<file path="src/rtl/scurve_test_sequencer_pkg.sv">
`default_nettype none
// ============================================================================
// Module   : scurve_test_sequencer_pkg
// Brief    : Shared state encoding, header tag and default sizes for the
//            S-curve test sequencer (optional header feature: SCURVE_HEADER_EN).
// Revision : 1.0 - initial release
// ============================================================================
package scurve_test_sequencer_pkg;

    localparam int c_CHN_NUM_DEF = 64;
    localparam int c_DAC_W_DEF   = 10;

    localparam logic [7:0] c_HDR_TAG = 8'hA5;

    localparam int c_STATE_W = 3;

    localparam logic [c_STATE_W-1:0] c_ST_IDLE      = 3'd0;
    localparam logic [c_STATE_W-1:0] c_ST_CFG       = 3'd1;
    localparam logic [c_STATE_W-1:0] c_ST_CFG_WAIT  = 3'd2;
    localparam logic [c_STATE_W-1:0] c_ST_HEADER    = 3'd3;
    localparam logic [c_STATE_W-1:0] c_ST_TEST      = 3'd4;
    localparam logic [c_STATE_W-1:0] c_ST_TEST_WAIT = 3'd5;
    localparam logic [c_STATE_W-1:0] c_ST_NEXT      = 3'd6;
    localparam logic [c_STATE_W-1:0] c_ST_DONE      = 3'd7;

    typedef enum logic [c_STATE_W-1:0] {
        ST_IDLE      = c_ST_IDLE,
        ST_CFG       = c_ST_CFG,
        ST_CFG_WAIT  = c_ST_CFG_WAIT,
        ST_HEADER    = c_ST_HEADER,
        ST_TEST      = c_ST_TEST,
        ST_TEST_WAIT = c_ST_TEST_WAIT,
        ST_NEXT      = c_ST_NEXT,
        ST_DONE      = c_ST_DONE
    } state_t;

endpackage
`default_nettype wire

</file>
<file path="src/rtl/scurve_edge_detect.sv">
`default_nettype none
// ============================================================================
// Module   : scurve_edge_detect
// Brief    : Registered rising-edge detector; rise is high while sig_in is 1
//            and its previous-cycle sample was 0.
// Revision : 1.0 - initial release
// ============================================================================
module scurve_edge_detect (
    input  logic Clk,
    input  logic reset_n,
    input  logic sig_in,
    output logic rise
);

    logic r_prev;

    always_ff @(posedge Clk or negedge reset_n) begin
        if (!reset_n) begin
            r_prev <= 1'b0;
        end else begin
            r_prev <= sig_in;
        end
    end

    assign rise = sig_in & ~r_prev;

endmodule
`default_nettype wire

</file>
<file path="src/rtl/scurve_test_sequencer.sv">
`default_nettype none
// ============================================================================
// Module   : scurve_test_sequencer
// Brief    : Sweeps threshold DAC codes (outer loop) and channels (inner loop),
//            configuring slow control and launching one S-curve test per point.
//            Optional header words to the data FIFO: define SCURVE_HEADER_EN.
// Revision : 1.0 - initial release
// ============================================================================
module scurve_test_sequencer
    import scurve_test_sequencer_pkg::*;
#(
    parameter int CHN_NUM = c_CHN_NUM_DEF,
    parameter int DAC_W   = c_DAC_W_DEF
) (
    input  logic             Clk,
    input  logic             reset_n,
    input  logic             Test_Start,
    input  logic             Test_Stop,
    input  logic             Single_Chn_Mode,
    input  logic [5:0]       Single_Chn,
    input  logic [DAC_W-1:0] DAC_Start,
    input  logic [DAC_W-1:0] DAC_Stop,
    input  logic [DAC_W-1:0] DAC_Step,
    output logic             Cfg_Req,
    output logic [5:0]       Cfg_Chn,
    output logic [DAC_W-1:0] Cfg_DAC,
    input  logic             Cfg_Done,
    output logic             Chn_Test_Start,
    input  logic             One_Channel_Done,
    output logic [15:0]      Header_Data,
    output logic             Header_wr_en,
    output logic             Busy,
    output logic             All_Done
);

    localparam logic [5:0] c_LAST_CHN = 6'(CHN_NUM - 1);

    state_t           r_state;
    state_t           w_state_nxt;
    logic [5:0]       r_chn;
    logic [5:0]       w_chn_nxt;
    logic [DAC_W-1:0] r_dac;
    logic [DAC_W-1:0] w_dac_nxt;
    logic             r_single;
    logic [5:0]       r_single_chn;
    logic [DAC_W-1:0] r_dac_stop;
    logic [DAC_W-1:0] r_dac_step;
    logic [DAC_W-1:0] w_step_eff;
    logic [DAC_W:0]   w_dac_sum;
    logic             w_launch;
    logic             w_start_rise;
    logic             w_done_rise;

    scurve_edge_detect u_start_edge (
        .Clk     (Clk),
        .reset_n (reset_n),
        .sig_in  (Test_Start),
        .rise    (w_start_rise)
    );

    // Tracks One_Channel_Done every cycle, so a level already high when TEST
    // is entered never looks like a fresh completion.
    scurve_edge_detect u_done_edge (
        .Clk     (Clk),
        .reset_n (reset_n),
        .sig_in  (One_Channel_Done),
        .rise    (w_done_rise)
    );

    always_ff @(posedge Clk or negedge reset_n) begin
        if (!reset_n) begin
            r_state      <= ST_IDLE;
            r_chn        <= '0;
            r_dac        <= '0;
            r_single     <= 1'b0;
            r_single_chn <= '0;
            r_dac_stop   <= '0;
            r_dac_step   <= '0;
        end else begin
            r_state <= w_state_nxt;
            r_chn   <= w_chn_nxt;
            r_dac   <= w_dac_nxt;
            if (w_launch) begin
                r_single     <= Single_Chn_Mode;
                r_single_chn <= Single_Chn;
                r_dac_stop   <= DAC_Stop;
                r_dac_step   <= DAC_Step;
            end
        end
    end

`ifdef SCURVE_HEADER_EN
    logic r_hdr_idx;

    always_ff @(posedge Clk or negedge reset_n) begin
        if (!reset_n) begin
            r_hdr_idx <= 1'b0;
        end else if (r_state == ST_HEADER && !Test_Stop) begin
            r_hdr_idx <= ~r_hdr_idx;
        end else begin
            r_hdr_idx <= 1'b0;
        end
    end
`endif

    // One extra bit on the sum keeps codes near full scale from wrapping low.
    assign w_step_eff = (r_dac_step == '0) ? DAC_W'(1) : r_dac_step;
    assign w_dac_sum  = {1'b0, r_dac} + {1'b0, w_step_eff};

    always_comb begin
        w_state_nxt = r_state;
        w_chn_nxt   = r_chn;
        w_dac_nxt   = r_dac;
        w_launch    = 1'b0;

        if (r_state != ST_IDLE && Test_Stop) begin
            w_state_nxt = ST_IDLE;
        end else begin
            unique case (r_state)
                ST_IDLE: begin
                    if (w_start_rise) begin
                        w_launch    = 1'b1;
                        w_dac_nxt   = DAC_Start;
                        w_chn_nxt   = Single_Chn_Mode ? Single_Chn : 6'd0;
                        w_state_nxt = (DAC_Start > DAC_Stop) ? ST_DONE : ST_CFG;
                    end
                end
                ST_CFG: begin
                    w_state_nxt = ST_CFG_WAIT;
                end
                ST_CFG_WAIT: begin
                    if (Cfg_Done) begin
`ifdef SCURVE_HEADER_EN
                        w_state_nxt = ST_HEADER;
`else
                        w_state_nxt = ST_TEST;
`endif
                    end
                end
`ifdef SCURVE_HEADER_EN
                ST_HEADER: begin
                    if (r_hdr_idx) begin
                        w_state_nxt = ST_TEST;
                    end
                end
`endif
                ST_TEST: begin
                    w_state_nxt = ST_TEST_WAIT;
                end
                ST_TEST_WAIT: begin
                    if (w_done_rise) begin
                        w_state_nxt = ST_NEXT;
                    end
                end
                ST_NEXT: begin
                    if (!r_single && r_chn < c_LAST_CHN) begin
                        w_chn_nxt   = r_chn + 6'd1;
                        w_state_nxt = ST_CFG;
                    end else begin
                        w_chn_nxt = r_single ? r_single_chn : 6'd0;
                        if (w_dac_sum > {1'b0, r_dac_stop}) begin
                            w_state_nxt = ST_DONE;
                        end else begin
                            w_dac_nxt   = w_dac_sum[DAC_W-1:0];
                            w_state_nxt = ST_CFG;
                        end
                    end
                end
                ST_DONE: begin
                    w_state_nxt = ST_IDLE;
                end
                default: begin
                    w_state_nxt = ST_IDLE;
                end
            endcase
        end
    end

    assign Cfg_Req        = (r_state == ST_CFG) || (r_state == ST_CFG_WAIT);
    assign Chn_Test_Start = (r_state == ST_TEST) || (r_state == ST_TEST_WAIT);
    assign Busy           = (r_state != ST_IDLE);
    assign All_Done       = (r_state == ST_DONE);
    assign Cfg_Chn        = r_chn;
    assign Cfg_DAC        = r_dac;

`ifdef SCURVE_HEADER_EN
    assign Header_wr_en = (r_state == ST_HEADER);
    assign Header_Data  = !Header_wr_en ? 16'd0 :
                          r_hdr_idx     ? 16'(r_dac) :
                                          {c_HDR_TAG, 2'b00, r_chn};
`else
    assign Header_wr_en = 1'b0;
    assign Header_Data  = 16'd0;
`endif

endmodule
`default_nettype wire

</file>
<file path="config.mk">
export PLATFORM = sky130hd
export DESIGN_NAME = scurve_test_sequencer
export DESIGN_NICKNAME = d
export VERILOG_FILES = /design/src/rtl/scurve_test_sequencer_pkg.sv /design/src/rtl/scurve_edge_detect.sv /design/src/rtl/scurve_test_sequencer.sv
export SDC_FILE = /design/constraint.sdc
export NUM_CORES = 1
export LEC_CHECK = 0
export ABC_AREA = 1
export BUFFER_PORTS_ARGS = -buffer_cell sky130_fd_sc_hd__buf_2
export CAP_MARGIN = 0
export CORE_MARGIN = 5
export CORE_UTILIZATION = 45
export DETAILED_ROUTE_END_ITERATION = 10
export PLACE_DENSITY_LB_ADDON = 0.3
export SLEW_MARGIN = 20
export SYNTH_ARGS = -nofsm -noshare
export SYNTH_HDL_FRONTEND = slang
export SYNTH_HIERARCHICAL = 1
export SYNTH_SLANG_ARGS = --single-unit
</file>
<file path="constraint.sdc">
create_clock -name Clk -period 3.1 [get_ports Clk]
set_input_delay 0.62 -clock Clk [delete_from_list [all_inputs] [get_ports Clk]]
set_output_delay 0.62 -clock Clk [all_outputs]
set_load 0.005 [all_outputs]
</file>
==> impl_metrics.json <==
{
  "antenna_found_initial": 0,
  "maxCapViolations": 0,
  "register_area_um2": 1200,
  "wl_met3_um": 429,
  "cp_data_required_time_ns": 3.30,
  "wl_met1_um": 3880,
  "cts.sinks": 48,
  "diodes": 0,
  "synth_edf_count": 0,
  "slew_violations": 0,
  "arrival_ns": 3.29,
  "leakagePower_nw": 2.24,
  "fin_worst_skew_ns": 0.0112,
  "grt-ovfl-total": 0,
  "root_buffer": "clkbuf_8",
  "tightest_slew_ns": 0.891,
  "grt_setup_unrepaired": "true",
  "vias": 2970,
  "final_util_pct": 54.4,
  "first_pass_iters": 4,
  "syn_avg_cell_area_um2": 8.15,
  "ir_drop_v": 0.000480,
  "hp-class": "in2async",
  "outcome": "finished, final reports clean",
  "p_per_area_nw_per_um2": 1180,
  "die_w_um": 97.7,
  "slew_headroom_pct": 40.4,
  "power_mw": 4.88,
  "finalWirelength_um": 8100,
  "layout_common_cells": "nand2_1 (85), buf_2 (61), inv_1 (53), dfrtp_1 (48), ha_1 (29)",
  "ys_types": 44,
  "cp-startpoint": "r_dac_step[4]",
  "wl_met2_um": 3700,
  "die_height_um": 97.7,
  "placed_cells": 587,
  "syn_to_final_growth_pct": 19.5,
  "async_flop_share_pct": 100,
  "rrSetupSlack_ns": 0.002,
  "rr_endpoint": "Cfg_DAC[3]",
  "grt_max_degree": 49,
  "port_buffers": 62,
  "startpoint_type": "register",
  "grt_pass1_vias": 2873,
  "core_um2": 7610,
  "fmaxAchievable_ghz": 0.323,
  "drtIter0Drc": 155,
  "crit_end": "Cfg_DAC[3]",
  "wl_per_cell_um": 13.5,
  "cts_tree": "yes",
  "insertion_delay_ns": 0.30,
  "drive_gt1_share_pct": 29.5,
  "ys_ff_latch": 48,
  "synth_cells": 425,
  "place_hpwl_um": 6360,
  "setup_viol_count_final": 0,
  "reg2reg_from": "r_dac_step[4]",
  "gp_congestion": 0.866,
  "cts_htree_levels": 2,
  "fin_cells": 600,
  "r2r.worst_path.cells": 19,
  "fill_cells": 729,
  "layout_commonest_cell": "nand2_1",
  "clockBufferDepth": 2,
  "start_util_pct": 45.5,
  "seq_area_frac_synth_pct": 34.7,
  "finalHoldViolCount": 0,
  "viasPerCell": 4.95,
  "numCtsBuffers": 5,
  "final_area_um2": 4140,
  "crit_path_end_kind": "register",
  "ys_warn_count": 6,
  "row_count": 32,
  "ys.flop_type": "dfrtp_1",
  "path_max_fanout": 5,
  "die_area_um2": 9550,
  "clk_pin_slew_ns": 0.10,
  "period_needed_ns": 3.10,
  "final_nets": 572,
  "grt_use_total_pct": 16.8,
  "ant_nets": 0,
  "post-route-period-util_pct": 99.9,
  "criticalPathCategory": "reg2reg",
  "multi_input_area_um2": 2030,
  "top_layer": "met4",
  "ioPinCount": 80,
  "placed_area_um2": 3850,
  "grt_first_pass_wirelength_um": 13300,
  "drc": 0,
  "syn-cell-area_um2": 3460
}
timing repair:
action	CTS	global route
hold buffers	0	0
endpoints found under the setup margin	12	12
gates resized for setup	15	17
gates cloned	2	0
pin swaps	6	16
buffers inserted	0	3
cell families (layout without fill, tap and decap cells):
logic type               after synthesis  count (layout)  synth area share [%]
flip-flops                            48              48                  34.7
AO/OA/AOI/OAI                         66              66                  11.8
XOR/XNOR                               8               8                  2.02
adder cells (fa/ha/maj)               32              32                  11.8
multiplexers                          22              22                  7.26
other                                  1              17                 0.108
buffers and inverters                 90             145                  12.5
AND/OR/NAND/NOR                      158             160                  19.8
layer usage:
metal  vias to the layer above  GRT usage (%)
li1                       1504              -
met1                      1380           22.4
met2                        78           28.0
met3                         8           3.50
met4                         0           4.05
met5                         -              0
where the power goes:
part | internal, mW | total, mW | leakage, nW | switching [mW]
clock | 0.264 | 0.481 | 0.0614 | 0.217
sequential | 0.924 | 1.18 | 0.582 | 0.252
combinational | 1.42 | 3.23 | 1.59 | 1.81
synth_stat cells (2+ instances only):
cell	count	share of area, %
nand3_1	21	3.0
inv_1	56	6.1
nand4_1	4	0.72
a22oi_1	8	1.7
a21oi_1	18	2.6
nand2_2	3	0.54
buf_4	18	3.9
a21o_1	2	0.43
o21ai_2	7	1.8
ha_1	31	11
nor2_1	24	2.6
a31oi_1	2	0.36
nor2_2	2	0.36
clkbuf_1	9	0.98
buf_2	2	0.29
mux2_4	3	1.3
mux2_2	13	4.2
xor2_1	6	1.5
nor3b_1	2	0.43
nor2_4	2	0.65
xnor2_1	2	0.51
dfrtp_1	48	35
o21ai_0	21	3.0
nor4_1	2	0.36
buf_6	3	0.98
mux2i_1	6	1.7
nand2_1	93	10
final cells by class:
cell class                 instances  share of cell area [%]
clock buffer                       6                    1.99
clock inverter                     2                   0.937
inverter                          58                    5.32
multi-input combinational        305                    49.0
sequential                        48                    29.0
tap                              102                    3.08
timing repair buffer              79                    10.6
critical path, cell delays in order, from the launching register on:
cell and delay (ns):
dfrtp_1 0.40, nor4_2 0.31, a31o_2 0.22, ha_4 0.14, fa_2 0.23, nand3_2 0.08, nand3_2 0.09, nand4_1 0.10
nand2_2 0.09, xor2_2 0.19, ha_1 0.27, a21o_1 0.17, a21oi_2 0.15, nand2_1 0.06, nand2_1 0.07, nand2_2 0.07
nand2_4 0.13, nand2_4 0.09, nand2_1 0.09, o21ai_2 0.05
flip-flops by register name, summed over array words and instances, names as in the netlist:
signal,count
Cfg_DAC,10
r_state,3
u_done_edge/r_prev,1
r_dac_step,10
r_single_chn,6
Cfg_Chn,6
r_single,1
r_dac_stop,10
u_start_edge/r_prev,1
metrics by stage:
step	TNS (ns)	hold WS (ns)	setup WS [ns]
after floorplan	0	0.324	0.144
after global placement	-0.647	0.465	-0.0728
after detailed placement	-1.54	0.473	-0.168
after CTS	0	0.413	0.00208
after global routing	-1.51	0.377	-0.143
final	0	0.331	0.00195
how the worst min path moves through the flow:
stage	depth (start not counted)	slack [ns]	endpoint
3_5_place_dp	2	0.47	r_dac_stop[9]
6_report	1	0.33	r_state[1]
4_1_cts	1	0.41	u_done_edge/r_prev
5_1_grt	1	0.38	r_state[1]
2_1_floorplan	0	0.32	Cfg_Chn[0]
3_3_place_gp	2	0.46	r_dac_stop[3]
Power figures use the tool's default switching activity.
